[config.mk]
export PLATFORM = sky130hd
export DESIGN_NAME = vga_window_streamer
export DESIGN_NICKNAME = d
export VERILOG_FILES = /design/src/rtl/vga_pkg.sv /design/src/rtl/vga_timing_gen.sv /design/src/rtl/vga_window_streamer.sv
export SDC_FILE = /design/constraint.sdc
export NUM_CORES = 1
export LEC_CHECK = 0
export CORE_MARGIN = 2
export CORE_UTILIZATION = 55
export CTS_CLUSTER_DIAMETER = 100
export DETAILED_ROUTE_END_ITERATION = 10
export GPL_TIMING_DRIVEN = 1
export PLACE_DENSITY_LB_ADDON = 0.12
export SYNTH_ARGS = -nofsm -noshare
export SYNTH_HDL_FRONTEND = slang
export SYNTH_SLANG_ARGS = --single-unit
[constraint.sdc]
create_clock -name clk_i -period 3.4 [get_ports clk_i]
set_input_delay 0.34 -clock clk_i [delete_from_list [all_inputs] [get_ports clk_i]]
set_output_delay 0.34 -clock clk_i [all_outputs]
set_load 0.1 [all_outputs]
[src/rtl/vga_pkg.sv]
`default_nettype none
// ----------------------------------------------------------------------------
// vga_pkg: colour-mode enum and timing-total helper for vga_window_streamer.
// Rev 1.0
// ----------------------------------------------------------------------------
package vga_pkg;

  typedef enum logic [1:0] {
    MODE_BLACK    = 2'b00,
    MODE_DOMINANT = 2'b01,
    MODE_DIRECT   = 2'b10,
    MODE_TEST     = 2'b11
  } vga_mode_e;

  localparam int CNT_WIDTH = 12;

  function automatic int vga_total(input int active, input int front,
                                   input int sync, input int back);
    return active + front + sync + back;
  endfunction

endpackage
`default_nettype wire

[src/rtl/vga_timing_gen.sv]
`default_nettype none
// ----------------------------------------------------------------------------
// vga_timing_gen: pixel-tick prescaler, h/v counters, raw syncs, frame pulses.
// Rev 1.0
// ----------------------------------------------------------------------------
module vga_timing_gen
  import vga_pkg::*;
#(
  parameter int H_ACTIVE = 800,
  parameter int H_FRONT  = 40,
  parameter int H_SYNC   = 128,
  parameter int H_BACK   = 88,
  parameter int V_ACTIVE = 600,
  parameter int V_FRONT  = 1,
  parameter int V_SYNC   = 4,
  parameter int V_BACK   = 23,
  parameter int CLK_DIV  = 2
) (
  input  logic                 clk,
  input  logic                 rst_n,
  output logic                 tick,
  output logic                 frame_start,
  output logic                 frame_pulse,
  output logic [CNT_WIDTH-1:0] h_cnt,
  output logic [CNT_WIDTH-1:0] v_cnt,
  output logic                 hsync_raw,
  output logic                 vsync_raw
);

  localparam int H_TOTAL   = vga_total(H_ACTIVE, H_FRONT, H_SYNC, H_BACK);
  localparam int V_TOTAL   = vga_total(V_ACTIVE, V_FRONT, V_SYNC, V_BACK);
  localparam int PRE_WIDTH = (CLK_DIV > 1) ? $clog2(CLK_DIV) : 1;

  logic [PRE_WIDTH-1:0] prescaler;

  assign tick        = (prescaler == PRE_WIDTH'(CLK_DIV - 1));
  assign frame_start = tick && (h_cnt == '0) && (v_cnt == '0);

  assign hsync_raw = (h_cnt >= CNT_WIDTH'(H_ACTIVE + H_FRONT)) &&
                     (h_cnt <  CNT_WIDTH'(H_ACTIVE + H_FRONT + H_SYNC));
  assign vsync_raw = (v_cnt >= CNT_WIDTH'(V_ACTIVE + V_FRONT)) &&
                     (v_cnt <  CNT_WIDTH'(V_ACTIVE + V_FRONT + V_SYNC));

  always_ff @(posedge clk or negedge rst_n) begin
    if (!rst_n) begin
      prescaler   <= '0;
      h_cnt       <= '0;
      v_cnt       <= '0;
      frame_pulse <= 1'b0;
    end else begin
      frame_pulse <= frame_start;
      if (tick) begin
        prescaler <= '0;
        if (h_cnt == CNT_WIDTH'(H_TOTAL - 1)) begin
          h_cnt <= '0;
          v_cnt <= (v_cnt == CNT_WIDTH'(V_TOTAL - 1)) ? '0 : v_cnt + 1'b1;
        end else begin
          h_cnt <= h_cnt + 1'b1;
        end
      end else begin
        prescaler <= prescaler + 1'b1;
      end
    end
  end

endmodule
`default_nettype wire

[src/rtl/vga_window_streamer.sv]
`default_nettype none
// ----------------------------------------------------------------------------
// vga_window_streamer: VGA raster with windowed pixel-read stream and colour
// mapping. Optional macro VGA_TEST_PATTERN_EN enables colour bars in mode 11.  Rev 1.0
// ----------------------------------------------------------------------------
module vga_window_streamer
  import vga_pkg::*;
#(
  parameter int   COLOR_WIDTH = 16,
  parameter int   OUT_WIDTH   = 4,
  parameter int   H_ACTIVE    = 800,
  parameter int   H_FRONT     = 40,
  parameter int   H_SYNC      = 128,
  parameter int   H_BACK      = 88,
  parameter int   V_ACTIVE    = 600,
  parameter int   V_FRONT     = 1,
  parameter int   V_SYNC      = 4,
  parameter int   V_BACK      = 23,
  parameter int   CLK_DIV     = 2,
  parameter logic HSYNC_POL   = 1'b1,
  parameter logic VSYNC_POL   = 1'b1,
  parameter int   WIN_W       = 128,
  parameter int   WIN_H       = 128,
  parameter int   ADDR_WIDTH  = $clog2(WIN_W * WIN_H)
) (
  input  logic                   clk_i,
  input  logic                   rst_n_i,
  input  logic [11:0]            win_x_i,
  input  logic [11:0]            win_y_i,
  input  logic [1:0]             mode_i,
  output logic                   rd_en_o,
  output logic [ADDR_WIDTH-1:0]  rd_addr_o,
  input  logic [COLOR_WIDTH-1:0] red_i,
  input  logic [COLOR_WIDTH-1:0] green_i,
  input  logic [COLOR_WIDTH-1:0] blue_i,
  output logic                   hsync_o,
  output logic                   vsync_o,
  output logic [OUT_WIDTH-1:0]   red_o,
  output logic [OUT_WIDTH-1:0]   green_o,
  output logic [OUT_WIDTH-1:0]   blue_o,
  output logic                   frame_o
);

  localparam int BAR_W = H_ACTIVE / 8;

  logic [1:0]           rst_sync;
  logic                 rst_n;
  logic                 tick, frame_start, hsync_raw, vsync_raw;
  logic [CNT_WIDTH-1:0] h_cnt, v_cnt;

  // Assert asynchronously, release two clocks after rst_n_i rises.
  always_ff @(posedge clk_i or negedge rst_n_i) begin
    if (!rst_n_i) rst_sync <= 2'b00;
    else          rst_sync <= {rst_sync[0], 1'b1};
  end
  assign rst_n = rst_sync[1];

  vga_timing_gen #(
    .H_ACTIVE(H_ACTIVE), .H_FRONT(H_FRONT), .H_SYNC(H_SYNC), .H_BACK(H_BACK),
    .V_ACTIVE(V_ACTIVE), .V_FRONT(V_FRONT), .V_SYNC(V_SYNC), .V_BACK(V_BACK),
    .CLK_DIV(CLK_DIV)
  ) u_timing (
    .clk(clk_i), .rst_n(rst_n), .tick(tick), .frame_start(frame_start),
    .frame_pulse(frame_o), .h_cnt(h_cnt), .v_cnt(v_cnt),
    .hsync_raw(hsync_raw), .vsync_raw(vsync_raw)
  );

  logic [11:0] sx_q, sy_q, sx, sy;
  vga_mode_e   mode_q, mode_eff;

  // The frame's first pixel already uses the values being captured.
  assign sx       = frame_start ? win_x_i : sx_q;
  assign sy       = frame_start ? win_y_i : sy_q;
  assign mode_eff = frame_start ? vga_mode_e'(mode_i) : mode_q;

  always_ff @(posedge clk_i or negedge rst_n) begin
    if (!rst_n) begin
      sx_q   <= '0;
      sy_q   <= '0;
      mode_q <= MODE_BLACK;
    end else if (frame_start) begin
      sx_q   <= win_x_i;
      sy_q   <= win_y_i;
      mode_q <= vga_mode_e'(mode_i);
    end
  end

  logic [12:0] h13, v13, x_lo, y_lo, dx, dy;
  logic        h_act, v_act, in_win, test_sel;
  logic [2:0]  bar;

  assign h13    = {1'b0, h_cnt};
  assign v13    = {1'b0, v_cnt};
  assign x_lo   = {1'b0, sx};
  assign y_lo   = {1'b0, sy};
  assign dx     = h13 - x_lo;
  assign dy     = v13 - y_lo;
  assign h_act  = h_cnt < CNT_WIDTH'(H_ACTIVE);
  assign v_act  = v_cnt < CNT_WIDTH'(V_ACTIVE);
  assign in_win = (h13 >= x_lo) && (h13 < x_lo + 13'(WIN_W)) &&
                  (v13 >= y_lo) && (v13 < y_lo + 13'(WIN_H)) && h_act && v_act;
  assign bar    = 3'(h_cnt / CNT_WIDTH'(BAR_W));

`ifdef VGA_TEST_PATTERN_EN
  assign test_sel = (mode_eff == MODE_TEST);
`else
  assign test_sel = 1'b0;
`endif

  logic      hs1, vs1, act1, test1;
  logic [2:0] bar1;
  vga_mode_e mode1;

  always_ff @(posedge clk_i or negedge rst_n) begin
    if (!rst_n) begin
      rd_en_o   <= 1'b0;
      rd_addr_o <= '0;
      hs1       <= 1'b0;
      vs1       <= 1'b0;
      act1      <= 1'b0;
      test1     <= 1'b0;
      bar1      <= '0;
      mode1     <= MODE_BLACK;
    end else if (tick) begin
      rd_en_o   <= in_win && !test_sel;
      rd_addr_o <= in_win ? ADDR_WIDTH'(dy) * ADDR_WIDTH'(WIN_W) + ADDR_WIDTH'(dx) : '0;
      hs1       <= hsync_raw;
      vs1       <= vsync_raw;
      act1      <= h_act && v_act;
      test1     <= test_sel;
      bar1      <= bar;
      mode1     <= mode_eff;
    end
  end

  logic [OUT_WIDTH-1:0] r_nxt, g_nxt, b_nxt;

  // rd_en_o doubles as the stage-1 in-window flag for the memory-driven modes.
  always_comb begin
    r_nxt = '0;
    g_nxt = '0;
    b_nxt = '0;
    if (test1) begin
      if (act1) begin
        r_nxt = {OUT_WIDTH{bar1[2]}};
        g_nxt = {OUT_WIDTH{bar1[1]}};
        b_nxt = {OUT_WIDTH{bar1[0]}};
      end
    end else if (rd_en_o) begin
      case (mode1)
        MODE_DOMINANT: begin
          if (red_i > green_i && red_i > blue_i)        r_nxt = '1;
          else if (green_i > red_i && green_i > blue_i) g_nxt = '1;
          else if (blue_i > red_i && blue_i > green_i)  b_nxt = '1;
        end
        MODE_DIRECT: begin
          r_nxt = red_i[COLOR_WIDTH-1 -: OUT_WIDTH];
          g_nxt = green_i[COLOR_WIDTH-1 -: OUT_WIDTH];
          b_nxt = blue_i[COLOR_WIDTH-1 -: OUT_WIDTH];
        end
        default: ;
      endcase
    end
  end

  always_ff @(posedge clk_i or negedge rst_n) begin
    if (!rst_n) begin
      red_o   <= '0;
      green_o <= '0;
      blue_o  <= '0;
      hsync_o <= ~HSYNC_POL;
      vsync_o <= ~VSYNC_POL;
    end else if (tick) begin
      red_o   <= r_nxt;
      green_o <= g_nxt;
      blue_o  <= b_nxt;
      hsync_o <= hs1 ? HSYNC_POL : ~HSYNC_POL;
      vsync_o <= vs1 ? VSYNC_POL : ~VSYNC_POL;
    end
  end

endmodule
`default_nettype wire

### After elaboration in Yosys (flattened, before gate mapping)

Index checks and enable logic that the tools add are counted.

| cells by class | value |
|---|---|
| add/subtract/negate cells | 8 |
| order comparisons | 16 |
| equal/unequal tests | 4 |
| multiplexer cells | 21 |
| reduce and logical (&&, ||, !) cells | 15 |

Operators by type and width:

| kind | count |
|---|---|
| $gt 16x16->1 | 6 |
| $lt 12x10->1 const B | 4 |
| $mux 12 | 4 |
| $mux 4 | 9 |
| $add 12x8->13 const B | 2 |
| $lt 12x13->1 | 2 |
| $add 12x1->12 const B | 2 |
| $ge 12x10->1 const B | 2 |
| $ge 12x12->1 | 2 |
| $logic_not 12->1 | 2 |
| $pmux 4 s2 | 3 |
| $add 14x13->14 | 1 |
| $mux 14 | 1 |
| $sub 12x12->13 | 1 |
| $eq 12x10->1 const B | 1 |
| $eq 12x11->1 const B | 1 |
| $logic_and 1x1->1 | 12 |
| $sub 7x7->7 | 1 |
| $mux 1 | 3 |
| $eq 2x1->1 const B | 1 |
| $eq 2x2->1 const B | 1 |
| $mux 2 | 1 |
| $reduce_and 2->1 | 1 |
| $add 1x1->1 const B | 1 |

| word-level totals | value |
|---|---|
| flip-flop bits (word level) | 87 |
| bits of input ports | 76 |
| word-level logic and storage cells | 82 |

### Longest topological paths before layout

Gate-level depths: netlist (run 1).

| logic depth | value |
|---|---|
| word-level depth | 12 |
| gate-level depth with buffers | 28 |
| depth with buffers taken out | 26 |

### Cells and area by module

A second synthesis (run 1) with hierarchy kept.

| second synthesis, totals | value |
|---|---|
| cells, all modules | 748 |
| area, all modules | 6927.9 µm² |

Modules (own cells, without submodules):

| module | instances | cells an instance | area each (µm²) |
|---|---|---|---|
| vga_window_streamer | 1 | 593 | 5447.7 |
| vga_timing_gen | 1 | 155 | 1480.2 |

### Least setup slack after synthesis (run 1)

Ideal clock, no wire load.

| timing | value |
|---|---|
| kind | reg2reg |
| start | register u_timing.v_cnt[1] |
| end | register rd_addr_o[13] |
| setup time | 128 ps |
| arrival | 4704 ps |
| data required time | 3272 ps |
| slack | -1432 ps |
| stages on the path, launching flop included | 29 |
| clock period less this slack | 4832 ps |
| cell sequence | dfrtp_1 -> inv_1 -> ha_1 -> nor4b_1 -> nand4_1 -> or3_1 -> clkbuf_1 -> clkbuf_1 -> nand2_1 -> nand2_1 -> ha_1 -> inv_1 -> a21oi_1 -> o221ai_1 -> o21ai_1 -> o211ai_2 -> o22ai_2 -> o21bai_2 -> a21oi_1 -> xnor2_1 -> ha_1 -> nor2b_1 -> o21ai_0 -> nand2b_1 -> a21o_1 -> a21oi_1 -> xor2_1 -> xnor2_1 -> o2bb2ai_1 |

| on the way | value |
|---|---|
| cells in the longest elaborated chain, start to end | 11 |
| elaborated cells between the ends (all ways) | 20 |

RTL lines:

| item | line | RTL |
|---|---|---|
| start, declared | vga_timing_gen.sv:25 | `output logic [CNT_WIDTH-1:0] v_cnt,` |
| start signal, assigned | vga_timing_gen.sv:56 | `v_cnt <= (v_cnt == CNT_WIDTH'(V_TOTAL - 1)) ? '0 : v_cnt + 1'b1;` |
| $logic_not 12->1 (*) | vga_timing_gen.sv:37 | `assign frame_start = tick && (h_cnt == '0) && (v_cnt == '0);` |
| $logic_and 1x1->1 (*) | vga_timing_gen.sv:37 |  |
| $mux 12 (*) | - |  |
| via sx[0] | vga_window_streamer.sv:68 | `logic [11:0] sx_q, sy_q, sx, sy;` |
| $add 12x8->13 | vga_window_streamer.sv:100 | `assign in_win = (h13 >= x_lo) && (h13 < x_lo + 13'(WIN_W)) &&` |
| $lt 12x13->1 | vga_window_streamer.sv:100 |  |
| $logic_and 1x1->1 (2 in a row) | vga_window_streamer.sv:100 |  |
| $logic_and 1x1->1 (3 in a row) | vga_window_streamer.sv:101 | `(v13 >= y_lo) && (v13 < y_lo + 13'(WIN_H)) && h_act && v_act;` |
| $mux 14 (*) | vga_window_streamer.sv:126 | `rd_addr_o <= in_win ? ADDR_WIDTH'(dy) * ADDR_WIDTH'(WIN_W) + ADDR_WIDTH'(dx) : '0;` |
| end signal, assigned | vga_window_streamer.sv:126 |  |
| end, declared | vga_window_streamer.sv:32 | `output logic [ADDR_WIDTH-1:0] rd_addr_o,` |

The timed path passes the listed nets; every way through them passes the cells marked *.
A chain may end at the register's enable or synchronous reset.

### Final worst setup path (run 1)

| timing | value |
|---|---|
| start | register u_timing.v_cnt[0] |
| end | register rd_addr_o[12] |

The elaborated chain is that of the path after synthesis.

==> results of run 1 <==
[critical path: stages, from the launching register on]
cell                        delay [ns]
sky130_fd_sc_hd__dfrtp_1          0.40
sky130_fd_sc_hd__inv_2            0.09
sky130_fd_sc_hd__ha_4             0.13
sky130_fd_sc_hd__nor4b_4          0.19
sky130_fd_sc_hd__nand4_1          0.12
sky130_fd_sc_hd__or3_4            0.45
sky130_fd_sc_hd__buf_6            0.15
sky130_fd_sc_hd__nand2_4          0.05
sky130_fd_sc_hd__nand2_4          0.05
sky130_fd_sc_hd__ha_4             0.15
sky130_fd_sc_hd__inv_2            0.07
sky130_fd_sc_hd__fa_2             0.22
sky130_fd_sc_hd__nor2_2           0.05
sky130_fd_sc_hd__a211o_1          0.25
sky130_fd_sc_hd__o211ai_1         0.28
sky130_fd_sc_hd__o2111ai_2        0.22
sky130_fd_sc_hd__nand2_2          0.14
sky130_fd_sc_hd__nor2_4           0.06
sky130_fd_sc_hd__buf_4            0.14
sky130_fd_sc_hd__xnor2_2          0.12
sky130_fd_sc_hd__ha_1             0.27
sky130_fd_sc_hd__a21o_1           0.16
sky130_fd_sc_hd__a21o_1           0.18
sky130_fd_sc_hd__a21o_1           0.17
sky130_fd_sc_hd__a21oi_2          0.14
sky130_fd_sc_hd__xor2_1           0.21
sky130_fd_sc_hd__o2bb2ai_2        0.08
[placed cells by master, fill, tap and decap left out, drive strengths merged, types with 21 or more instances in the layout]
cell	netlist	final
nor2	29	29
o21ai	30	30
inv	82	82
ha	95	95
clkdlybuf4s50	0	105
a21o	21	21
xnor2	28	28
a21oi	23	23
buf	8	150
nand2	53	53
nand3	22	22
dfrtp	87	87
[power by group]
part / internal, mW / switching [mW]
registers: 1.05 / 0.0247
clock network: 0.609 / 0.432
logic: 0.313 / 0.262
[layer usage]
metal | global-route usage (%) | wire, um | vias up | share of wire [%]
met5 | 0 | 0 | - | 0
met4 | 16.06 | 1052 | 0 | 5.0
met3 | 4.428 | 946 | 89 | 4.5
met2 | 58.27 | 10920 | 252 | 52
met1 | 34.56 | 8109 | 3105 | 39
li1 | - | - | 3040 | -
[stage by stage]
step           instance area [sq um]  setup TNS, ns  util, %
6_report                        9891         -13.45    82.00
5_1_grt                         9891         -15.23    82.00
4_1_cts                         9683         -11.81    80.28
3_5_place_dp                    9094         -14.57    75.39
3_3_place_gp                    9094         -13.06    75.39
2_1_floorplan                   6984         -7.989        -
[flip-flops by register name, summed over array words and instances, names as in the netlist]
name,flops
mode1,2
vsync_o,1
green_o,4
rd_en_o,1
vs1,1
hs1,1
blue_o,4
sx_q,12
red_o,4
sy_q,12
u_timing.tick,1
mode_q,2
u_timing.frame_pulse,1
rst_sync,2
u_timing.v_cnt,12
rd_addr_o,14
u_timing.h_cnt,12
hsync_o,1
[cell type report]
type | instances | area (sq um)
clock buffers | 11 | 252.7
clock inverters | 5 | 56.30
fillers | 707 | 2171
inverters | 83 | 311.5
multi-input cells | 519 | 4598
flip-flops and latches | 87 | 2182
well taps | 168 | 210.2
repair buffers | 257 | 2280
[cell usage after synthesis (all sizes together) (19+ instances only)]
library cell  count
mux2i            19
a21oi            23
nor2             29
inv              82
nand3            22
o21ai            30
nand4            19
a21o             21
dfrtp            87
ha               95
xnor2            28
nand2            53
[kinds of logic (layout without fill, tap and decap cells)]
kind of cell	after synthesis	in the layout	share of synthesized area (%)
flops	87	87	32.00
other cells	1	1	0.05511
buf+inv	100	356	5.976
fa+ha+maj	100	100	18.65
simple gates	188	188	15.47
xor+xnor	45	45	6.013
compound gates	163	163	18.50
mux	22	22	3.347
[worst max path at each step]
| stage | from | to | slack (ns) | cells after the start |
|---|---|---|---|---|
| floorplan | u_timing.h_cnt[3] | rd_addr_o[13] | -1.08 | 24 |
| global placement | u_timing.v_cnt[0] | rd_addr_o[13] | -1.07 | 27 |
| detailed placement | u_timing.v_cnt[0] | rd_addr_o[13] | -1.25 | 23 |
| CTS | u_timing.v_cnt[0] | rd_addr_o[13] | -1.07 | 28 |
| global route | u_timing.v_cnt[0] | rd_addr_o[13] | -1.40 | 28 |
| finish | u_timing.v_cnt[0] | rd_addr_o[12] | -1.24 | 26 |
[timing repair]
action / CTS / global route
gates cloned: 0 / 2
setup buffers: 22 / 12
endpoints found under the setup margin: 15 / 15
pin swaps: 38 / 40
resized for setup: 34 / 27
==> flow_metrics.env, run 1 <==
export IMPL_run_status="finished, violations left"
export IMPL_failing_checks="setup timing"
export IMPL_syn_nets=880
export IMPL_timing_rr_end="rd_addr_o[12]"
export IMPL_initial_utilization_pct=56.41
export IMPL_floorplan_io_pins=106
export IMPL_netlist_top_cells_area="sky130_fd_sc_hd__dfrtp_1 32%, sky130_fd_sc_hd__ha_1 17%, sky130_fd_sc_hd__inv_1 4.5%, sky130_fd_sc_hd__xnor2_1 3.3%, sky130_fd_sc_hd__nand2_1 2.9%"
export IMPL_dpl_worst_slack_ns=-1.251
export IMPL_synth_area_sq_um=6804
export IMPL_tritoncts="built"
export IMPL_buffer_cell_driving_the_clock_tree_root="sky130_fd_sc_hd__clkbuf_16"
export IMPL_reg2regPathDepth=26
export IMPL_r2r_start="u_timing.v_cnt[0]"
export IMPL_number_of_global_route_vias_before_repair=6919
export IMPL_fin_crit_ns=4.643
export IMPL_number_of_antenna_violations_at_the_first_check_in_global_routing=0
export IMPL_critical_path_arrival_ns=4.88
export IMPL_power_density_of_the_placed_cells_nw_per_um2=272.4
export IMPL_vias_per_cell=5.740
export IMPL_cts_clk_slew_worst_paths_ns=0.07
export IMPL_tot_pwr_mw=2.694
export IMPL_fin_worst_skew_ns=0.008482
export IMPL_finalSetupViolCount=15
export IMPL_share_of_the_cycle_needed_by_the_critical_path_after_routing_pct=136.6
export IMPL_synth_enable_flop_cells=0
export IMPL_path_class="reg2reg"
export IMPL_synth_cell_types=77
export IMPL_postSynth_asyncResetShare_pct=100.0
export IMPL_place_congestion=0.9438
export IMPL_clk_insertion_delay_late_ns=0.35
export IMPL_port_buffer_count=105
export IMPL_share_of_layout_cells_above_drive_strength_1_pct=26.92
export IMPL_yosysTopAreaCellShare_pct=32.00
export IMPL_hold_path_class="in2async"
export IMPL_clkSinkCount=87
export IMPL_detail_route_wl_per_cell_um=18.61
export IMPL_place_detailed_hpwl_um=15400
export IMPL_fp_dieW_um=115.2
export IMPL_worst_slew_pin_slew_ns=1.030
export IMPL_groute_usage_overall_pct=31.32
export IMPL_diodes=0
export IMPL_drcViolationCount=0
export IMPL_fin_ws_ns=-1.243
export IMPL_cts_hold_repair_buffers=0
export IMPL_place_inst=1091
export IMPL_syn2layout_area_growth_pct=45.37
export IMPL_hold_viol_final=0
export IMPL_drv_cap=0
export IMPL_dieArea_sq_um=13280
export IMPL_detail_route_iter0_violations=471
export IMPL_number_of_clock_buffers_inserted_by_tritoncts=9
export IMPL_critPathCaptureType="register"
export IMPL_layout_nets=1131
export IMPL_maxSlewHeadroom_pct=31.15
export IMPL_final_max_slew_viol_count=0
export IMPL_setup_worst_path_start_class="register"
export IMPL_post_synth_cell_area_avg_sq_um=9.637
export IMPL_maxClockFrequency_mhz=215.4
export IMPL_max_clock_path_buffers=2
export IMPL_leakage_nw=4.852
export IMPL_grt_start_max_net_pins=66
export IMPL_number_of_levels_the_h_tree_was_split_into=3
export IMPL_synth_largest_area_cell="sky130_fd_sc_hd__dfrtp_1"
export IMPL_ant_nets_after_route=0
export IMPL_layout_cells_non_filler=1130
export IMPL_reg2reg_slack_ns=-1.24
export IMPL_fp_dieH_um=115.2
export IMPL_grt_pass1_wl_um=32310
export IMPL_yosysSeqAreaShare_pct=32.00
export IMPL_wire_length_reported_by_the_detailed_router_um=21020
export IMPL_rows=40
export IMPL_synth_ff_latch_count=87
export IMPL_ys_warnings_count=0
export IMPL_design_core_area_sq_um=12060
export IMPL_detailedRoute_firstPassIterationCount=6
export IMPL_postSynth_topFlopCell="sky130_fd_sc_hd__dfrtp_1"
export IMPL_rsz0062_at_grt="true"
export IMPL_irDropWorstVdd_uv=252.5
export IMPL_grt_ovfl_total=0
export IMPL_via_count=6486
export IMPL_crit_required_ns=3.64
export IMPL_crit_path_max_fanout=3
export IMPL_synth_cells=706
export IMPL_timing_hold_ws_ns=0.1458
(Power assumes the default switching activity.)
==> inputs of run 2 (changes only) <==
==> constraint.sdc (replaced) <==
create_clock -name clk_i -period 4.75 [get_ports clk_i]
set_input_delay 0.475 -clock clk_i [delete_from_list [all_inputs] [get_ports clk_i]]
set_output_delay 0.475 -clock clk_i [all_outputs]
set_load 0.1 [all_outputs]
==> run 2 against run 1 <==
  * The run now ends clean
  * Sequential share of layout area up 2.2 points
  * Clock skew fell by 0.0023 ns
  * Sequential cell count is the same
  * Core utilization is 7.3 points lower
  * Maximum frequency increased by 0.83%
  * Largest cell class unchanged
  * Highest routed layer unchanged
==> flow_metrics.env, run 2 (same netlist as run 1, synthesis figures left out) <==
export IMPL_worst_slew_pin_slew_ns=1.115
export IMPL_leakage_nw=4.400
export IMPL_largest_register_ff_count=14
export IMPL_maxClockFrequency_mhz=217.2
export IMPL_stdcell_area_sq_um=9005
export IMPL_rsz0062_at_grt="true"
export IMPL_share_of_layout_cells_above_drive_strength_1_pct=15.75
export IMPL_syn2layout_area_growth_pct=32.35
export IMPL_run_status="finished clean"
export IMPL_via_count=5924
export IMPL_crit_required_ns=4.99
export IMPL_drv_cap=0
export IMPL_place_inst=1014
export IMPL_diodes=0
export IMPL_critical_path_arrival_ns=4.85
export IMPL_cts_clk_slew_worst_paths_ns=0.07
export IMPL_floorplan_io_pins=106
export IMPL_critPathCaptureType="register"
export IMPL_fin_worst_skew_ns=0.006190
export IMPL_number_of_levels_the_h_tree_was_split_into=3
export IMPL_finalSetupViolCount=0
export IMPL_r2r_start="u_timing.h_cnt[1]"
export IMPL_setup_worst_path_start_class="register"
export IMPL_tritoncts="built"
export IMPL_layout_cells_non_filler=1038
export IMPL_detailedRoute_firstPassIterationCount=5
export IMPL_vias_per_cell=5.707
export IMPL_number_of_global_route_vias_before_repair=6093
export IMPL_fp_dieW_um=115.2
export IMPL_cts_hold_repair_buffers=0
export IMPL_maxSlewHeadroom_pct=25.69
export IMPL_ant_nets_after_route=0
export IMPL_placedInstanceArea_sq_um=8381
export IMPL_setup_tns_ns=0
export IMPL_fill_cells=873
export IMPL_share_of_the_cycle_needed_by_the_critical_path_after_routing_pct=96.95
export IMPL_initial_utilization_pct=56.41
export IMPL_path_class="reg2reg"
export IMPL_number_of_clock_buffers_inserted_by_tritoncts=9
export IMPL_registers_top_by_ff_count="rd_addr_o"
export IMPL_rows=40
export IMPL_critPathLaunch="u_timing.h_cnt[1]"
export IMPL_layout_cells_most_common_list="105 x sky130_fd_sc_hd__clkdlybuf4s50_1, 92 x sky130_fd_sc_hd__ha_1, 86 x sky130_fd_sc_hd__dfrtp_1"
export IMPL_fin_crit_ns=4.605
export IMPL_final_max_slew_viol_count=0
export IMPL_layout_commonest_cell="sky130_fd_sc_hd__clkdlybuf4s50_1"
export IMPL_timing_hold_ws_ns=0.2835
export IMPL_design_core_area_sq_um=12060
export IMPL_grt_pass1_wl_um=29950
export IMPL_detail_route_wl_per_cell_um=17.77
export IMPL_irDropWorstVdd_uv=158.5
export IMPL_hold_path_class="in2async"
export IMPL_number_of_antenna_violations_at_the_first_check_in_global_routing=0
export IMPL_max_clock_path_buffers=2
export IMPL_cp_slowest_cell="sky130_fd_sc_hd__nor4bb_4"
export IMPL_fp_dieH_um=115.2
export IMPL_groute_usage_overall_pct=28.51
export IMPL_dieArea_sq_um=13280
export IMPL_wire_length_reported_by_the_detailed_router_um=18440
export IMPL_clk_insertion_delay_late_ns=0.35
export IMPL_worstPathCellList="inv_1 > ha_1 > nor4bb_4 > nand3_4 > nor2_8 > buf_4 > nand2_1 > nand2_1 > ha_1 > inv_1 > and4_1 > a21oi_1 > nand2_1 > nor2_2 > xnor2_1 > ha_1 > a21o_1 > a21o_1 > a21o_1 > a21oi_2 > xor2_1 > o2bb2ai_2"
export IMPL_power_density_of_the_placed_cells_nw_per_um2=223.1
export IMPL_crit_path_max_fanout=21
export IMPL_layout_nets=1039
export IMPL_grt_ovfl_total=0
export IMPL_clkSinkCount=87
export IMPL_detail_route_iter0_violations=341
export IMPL_slowest_delay_ns=0.39
export IMPL_port_buffer_count=105
export IMPL_hold_viol_final=0
export IMPL_grt_start_max_net_pins=86
export IMPL_place_detailed_hpwl_um=14170
export IMPL_reg2reg_slack_ns=0.15
export IMPL_buffer_cell_driving_the_clock_tree_root="sky130_fd_sc_hd__clkbuf_16"
export IMPL_drcViolationCount=0
export IMPL_place_congestion=0.9733
==> run 2: cell types whose count changed in the layout (fill, tap and decap cells not counted), sizes merged <==
cell,before,now
bufinv,1,4
clkinv,4,2
clkbuf,13,9
clkinvlp,1,0
buf,150,60
inv,82,84
==> run 2: critical path: cells and delay by family, from the launching register on <==
| family | cells | cell delay, ns |
|---|---|---|
| and+or+nand+nor | 8 | 1.43 |
| AOI/OAI and AO/OA | 6 | 1.10 |
| adders and majority gates | 3 | 0.66 |
| buffers and inverters | 3 | 0.58 |
| DFF | 1 | 0.37 |
| xor gates and xnor gates | 2 | 0.35 |
==> run 2: final timing paths <==
kind,to,depth (start not counted)
min reg2reg,rst_sync[1],0
max reg2reg,rd_addr_o[12],22
min,rst_sync[1],1
max,rd_addr_o[12],22
max in group asynchronous,green_o[0],0
min in group clk_i,rst_sync[1],0
==> run 2: through the flow <==
step           power, mW  util [%]  worst slack (ns)
2_1_floorplan     0.9651         -           0.04019
6_report           2.009     74.66            0.1450
5_1_grt            2.098     74.66           -0.2060
3_5_place_dp       1.110     69.48          -0.08438
4_1_cts            1.995     72.62           0.02931
3_3_place_gp       1.100     69.48           0.08821
==> run 2: power by group <==
| group | switching, mW | internal (mW) | total, mW |
|---|---|---|---|
| sequential | 0.0196 | 0.754 | 0.773 |
| combinational | 0.168 | 0.183 | 0.351 |
| clock | 0.314 | 0.570 | 0.884 |
| total | 0.502 | 1.51 | 2.01 |
==> run 2: routing by layer <==
layer | wire length [um] | global-route usage [%]
met2 | 8868 | 47.29
met4 | 507 | 11.24
met5 | 0 | 0
met3 | 660 | 3.321
met1 | 8406 | 38.19
==> run 2: area by class of cell <==
type | instances | area (sq um) | area share, %
Clock buffer | 9 | 225.2 | 2.501
Clock inverter | 7 | 142.6 | 1.584
Inverter | 83 | 311.5 | 3.460
Multi-Input combinational cell | 519 | 4397 | 48.83
Sequential cell | 87 | 2181 | 24.22
Tap cell | 168 | 210.2 | 2.334
Timing Repair Buffer | 165 | 1538 | 17.08
==> run 2: timing repair <==
| action | 4_1_cts | 5_1_grt |
|---|---|---|
| pin swaps | 0 | 25 |
| endpoints found under the setup margin | 1 | 15 |
| gates resized for setup | 2 | 34 |
| setup buffers | 0 | 8 |
==> inputs of run 3 (changes only) <==
--- a/config.mk
+++ b/config.mk
@@ -6,11 +6,12 @@
 export NUM_CORES = 1
 export LEC_CHECK = 0
 export CORE_MARGIN = 2
-export CORE_UTILIZATION = 55
+export CORE_UTILIZATION = 56
 export CTS_CLUSTER_DIAMETER = 100
 export DETAILED_ROUTE_END_ITERATION = 10
 export GPL_TIMING_DRIVEN = 1
 export PLACE_DENSITY_LB_ADDON = 0.12
 export SYNTH_ARGS = -nofsm -noshare
 export SYNTH_HDL_FRONTEND = slang
+export SYNTH_HIERARCHICAL = 1
 export SYNTH_SLANG_ARGS = --single-unit
==> run 3 against run 2 <==
  * Hold slack worse by 0.055 ns
  * Cell count rose by 0.58%
  * Count of clock-buffer cells in the layout is the same
  * Power is 11% lower
  * Routed wire length fell by 3.2%
  * Sequential power is 1% lower
  * Sequential share of layout area rose by 0.69 points
  * Die area did not move
  * Cell area down 2.8%
  * Non-clock buffer count down 31
  * Critical path type unchanged
  * Largest cell class unchanged
  * Highest routed layer unchanged
==> flow_metrics.env, run 3 <==
export IMPL_run_status="finished clean"
export IMPL_number_of_antenna_violations_at_the_first_check_in_global_routing=0
export IMPL_dpl_worst_slack_ns=-0.08050
export IMPL_critPathLaunch="u_timing/v_cnt[1]"
export IMPL_fin_crit_ns=4.614
export IMPL_groute_usage_overall_pct=27.32
export IMPL_fp_dieH_um=115.2
export IMPL_detail_route_wl_per_cell_um=17.09
export IMPL_synth_top_family_by_area="adder cells"
export IMPL_synth_top_cells_by_count="98 x sky130_fd_sc_hd__ha_1, 93 x sky130_fd_sc_hd__inv_1, 87 x sky130_fd_sc_hd__dfrtp_1"
export IMPL_synth_simple_gate_area_share_pct=16.45
export IMPL_top_usage_layer="met2"
export IMPL_cts_clk_slew_worst_paths_ns=0.07
export IMPL_finalCoreUtilization_pct=72.58
export IMPL_wire_length_reported_by_the_detailed_router_um=17840
export IMPL_yosysTopAreaCellShare_pct=31.42
export IMPL_rows=40
export IMPL_leakage_nw=4.117
export IMPL_fin_worst_skew_ns=0.01173
export IMPL_postSynth_topFlopCell="sky130_fd_sc_hd__dfrtp_1"
export IMPL_syn2layout_area_growth_pct=26.37
export IMPL_synth_largest_area_cell="sky130_fd_sc_hd__dfrtp_1"
export IMPL_timing_hold_ws_ns=0.2281
export IMPL_grt_ovfl_total=0
export IMPL_maxSlewHeadroom_pct=32.79
export IMPL_syn_nets=925
export IMPL_crit_path_max_fanout=6
export IMPL_place_congestion=0.9046
export IMPL_reg2reg_slack_ns=0.14
export IMPL_tritoncts="built"
export IMPL_synth_fa_ha_area_share_pct=18.57
export IMPL_registers_top_by_ff_count="rd_addr_o"
export IMPL_synth_area_sq_um=6928
export IMPL_netlist_top_cells_area="sky130_fd_sc_hd__dfrtp_1 31%, sky130_fd_sc_hd__ha_1 18%, sky130_fd_sc_hd__inv_1 5.0%, sky130_fd_sc_hd__a21oi_1 3.8%, sky130_fd_sc_hd__mux2i_1 3.8%"
export IMPL_layout_cells_most_common_list="105 x sky130_fd_sc_hd__clkdlybuf4s50_1, 93 x sky130_fd_sc_hd__ha_1, 91 x sky130_fd_sc_hd__inv_1"
export IMPL_diodes=0
export IMPL_timing_rr_end="rd_addr_o[12]"
export IMPL_critical_path_arrival_ns=4.87
export IMPL_maxClockFrequency_mhz=216.7
export IMPL_design_core_area_sq_um=12060
export IMPL_post_synth_cell_area_avg_sq_um=9.262
export IMPL_grt_util_met2_pct=47.80
export IMPL_layout_nets=1048
export IMPL_r2r_start="u_timing/v_cnt[1]"
export IMPL_layout_commonest_cell="sky130_fd_sc_hd__clkdlybuf4s50_1"
export IMPL_detailedRoute_firstPassIterationCount=5
export IMPL_placedInstanceArea_sq_um=8284
export IMPL_drv_cap=0
export IMPL_share_of_the_cycle_needed_by_the_critical_path_after_routing_pct=97.14
export IMPL_buffer_cell_driving_the_clock_tree_root="sky130_fd_sc_hd__clkbuf_16"
export IMPL_number_of_global_route_vias_before_repair=6205
export IMPL_largest_register_ff_count=14
export IMPL_stdcell_area_sq_um=8755
export IMPL_hold_viol_final=0
export IMPL_floorplan_io_pins=106
export IMPL_drcViolationCount=0
export IMPL_detail_route_iter0_violations=383
export IMPL_power_density_of_the_placed_cells_nw_per_um2=204.7
export IMPL_path_class="reg2reg"
export IMPL_synth_enable_flop_cells=0
export IMPL_yosysSeqAreaShare_pct=31.42
export IMPL_synth_cell_types=67
export IMPL_setup_worst_path_start_class="register"
export IMPL_post_synth_xor_area_fraction_pct=3.991
export IMPL_number_of_levels_the_h_tree_was_split_into=3
export IMPL_grt_pass1_wl_um=28900
export IMPL_share_of_layout_cells_above_drive_strength_1_pct=11.07
export IMPL_finalSetupViolCount=0
export IMPL_synth_compound_area_share_pct=17.75
export IMPL_place_detailed_hpwl_um=13640
export IMPL_clkSinkCount=87
export IMPL_reg2regPathDepth=21
export IMPL_max_clock_path_buffers=2
export IMPL_via_count=6026
export IMPL_hold_path_class="reg2async"
export IMPL_initial_utilization_pct=57.44
export IMPL_postSynth_asyncResetShare_pct=100.0
export IMPL_crit_required_ns=5.01
export IMPL_ant_nets_after_route=0
export IMPL_worst_slew_pin_slew_ns=1.005
export IMPL_grt_start_max_net_pins=63
export IMPL_post_synth_mux_area_share_pct=5.057
export IMPL_dieArea_sq_um=13280
export IMPL_clk_insertion_delay_late_ns=0.35
export IMPL_ys_warnings_count=6
export IMPL_synth_ff_latch_count=87
export IMPL_global_route_usage_met1_pct=34.78
export IMPL_final_max_slew_viol_count=0
export IMPL_post_synth_top_count_cell="sky130_fd_sc_hd__ha_1"
export IMPL_fp_dieW_um=115.2
export IMPL_fin_ws_ns=0.1360
export IMPL_synth_cells=748
export IMPL_irDropWorstVdd_uv=186.9
export IMPL_vias_per_cell=5.772
export IMPL_use_met3_pct=3.110
export IMPL_number_of_clock_buffers_inserted_by_tritoncts=9
export IMPL_timing_critical_path_to="rd_addr_o[12]"
export IMPL_port_buffer_count=105
export IMPL_critPathCaptureType="register"
export IMPL_cts_hold_repair_buffers=0
-- run 3: area by class of cell --
cell class	instances	area, sq um
multi-input cells	546	4448
fillers	909	3307
flip-flops and latches	87	2181
repair buffers	134	1280
inverters	93	349.1
clock buffers	9	225.2
well taps	168	210.2
clock inverters	7	61.31
-- run 3: worst max-delay path: stages, from the launching register on --
cell and delay, ns:
sky130_fd_sc_hd__dfrtp_1 0.40, sky130_fd_sc_hd__inv_2 0.08, sky130_fd_sc_hd__ha_1 0.14, sky130_fd_sc_hd__nor4b_4 0.19, sky130_fd_sc_hd__nand4b_1 0.18, sky130_fd_sc_hd__nor3_4 0.35, sky130_fd_sc_hd__buf_6 0.20, sky130_fd_sc_hd__mux2i_2 0.33
sky130_fd_sc_hd__ha_4 0.27, sky130_fd_sc_hd__a211o_1 0.32, sky130_fd_sc_hd__a211oi_2 0.18, sky130_fd_sc_hd__o21bai_1 0.11, sky130_fd_sc_hd__a21o_1 0.25, sky130_fd_sc_hd__xor2_2 0.21, sky130_fd_sc_hd__buf_4 0.14, sky130_fd_sc_hd__ha_1 0.30
sky130_fd_sc_hd__a21oi_2 0.17, sky130_fd_sc_hd__o21ai_1 0.11, sky130_fd_sc_hd__o21ai_1 0.12, sky130_fd_sc_hd__nand2b_1 0.08, sky130_fd_sc_hd__xnor2_1 0.14, sky130_fd_sc_hd__o32ai_2 0.25
-- run 3: worst min-delay path by stage --
stage / start / to / slack, ns / cells past startpoint
2_1_floorplan: rst_n_i / rst_sync[0] / 0.18 / 0
3_3_place_gp: rst_sync[1] / rd_addr_o[6] / 0.24 / 0
3_5_place_dp: rst_sync[1] / rd_addr_o[4] / 0.24 / 0
4_1_cts: rst_sync[1] / rd_addr_o[4] / 0.24 / 0
5_1_grt: rst_sync[1] / rd_addr_o[4] / 0.26 / 0
6_report: rst_sync[1] / rd_addr_o[4] / 0.23 / 0
-- run 3: timing repair --
item,in CTS,in global routing
pin swaps,0,8
hold endpoints to repair,0,0
setup endpoints to repair,1,3
buffers inserted,0,3
gates resized for setup,2,33
-- run 3: kinds of logic after synthesis --
group	count (synthesis)
simple gates	203
compound gates	177
fa+ha+maj	101
other cells	1
buf+inv	115
flops	87
xor+xnor	30
mux	34
-- run 3: where the power goes --
| part | internal, mW | total, mW | switching (mW) |
|---|---|---|---|
| logic | 0.164 | 0.335 | 0.171 |
| clock network | 0.368 | 0.694 | 0.326 |
| registers | 0.754 | 0.764 | 0.0104 |
| total | 1.29 | 1.79 | 0.507 |
-- run 3: per-stage QoR --
step | power, mW | cells | setup TNS [ns]
floorplan | 0.9625 | 748 | 0
global placement | 1.077 | 1025 | 0
detailed placement | 1.090 | 1025 | -0.08050
CTS | 1.785 | 1041 | 0
global route | 1.874 | 1044 | -0.1518
finish | 1.792 | 1044 | 0
-- run 3: metal layers --
layer	vias up	part of all wire, %
li1	2930	-
met5	-	0
met4	0	2.1
met1	2918	44
met3	33	4.4
met2	145	50
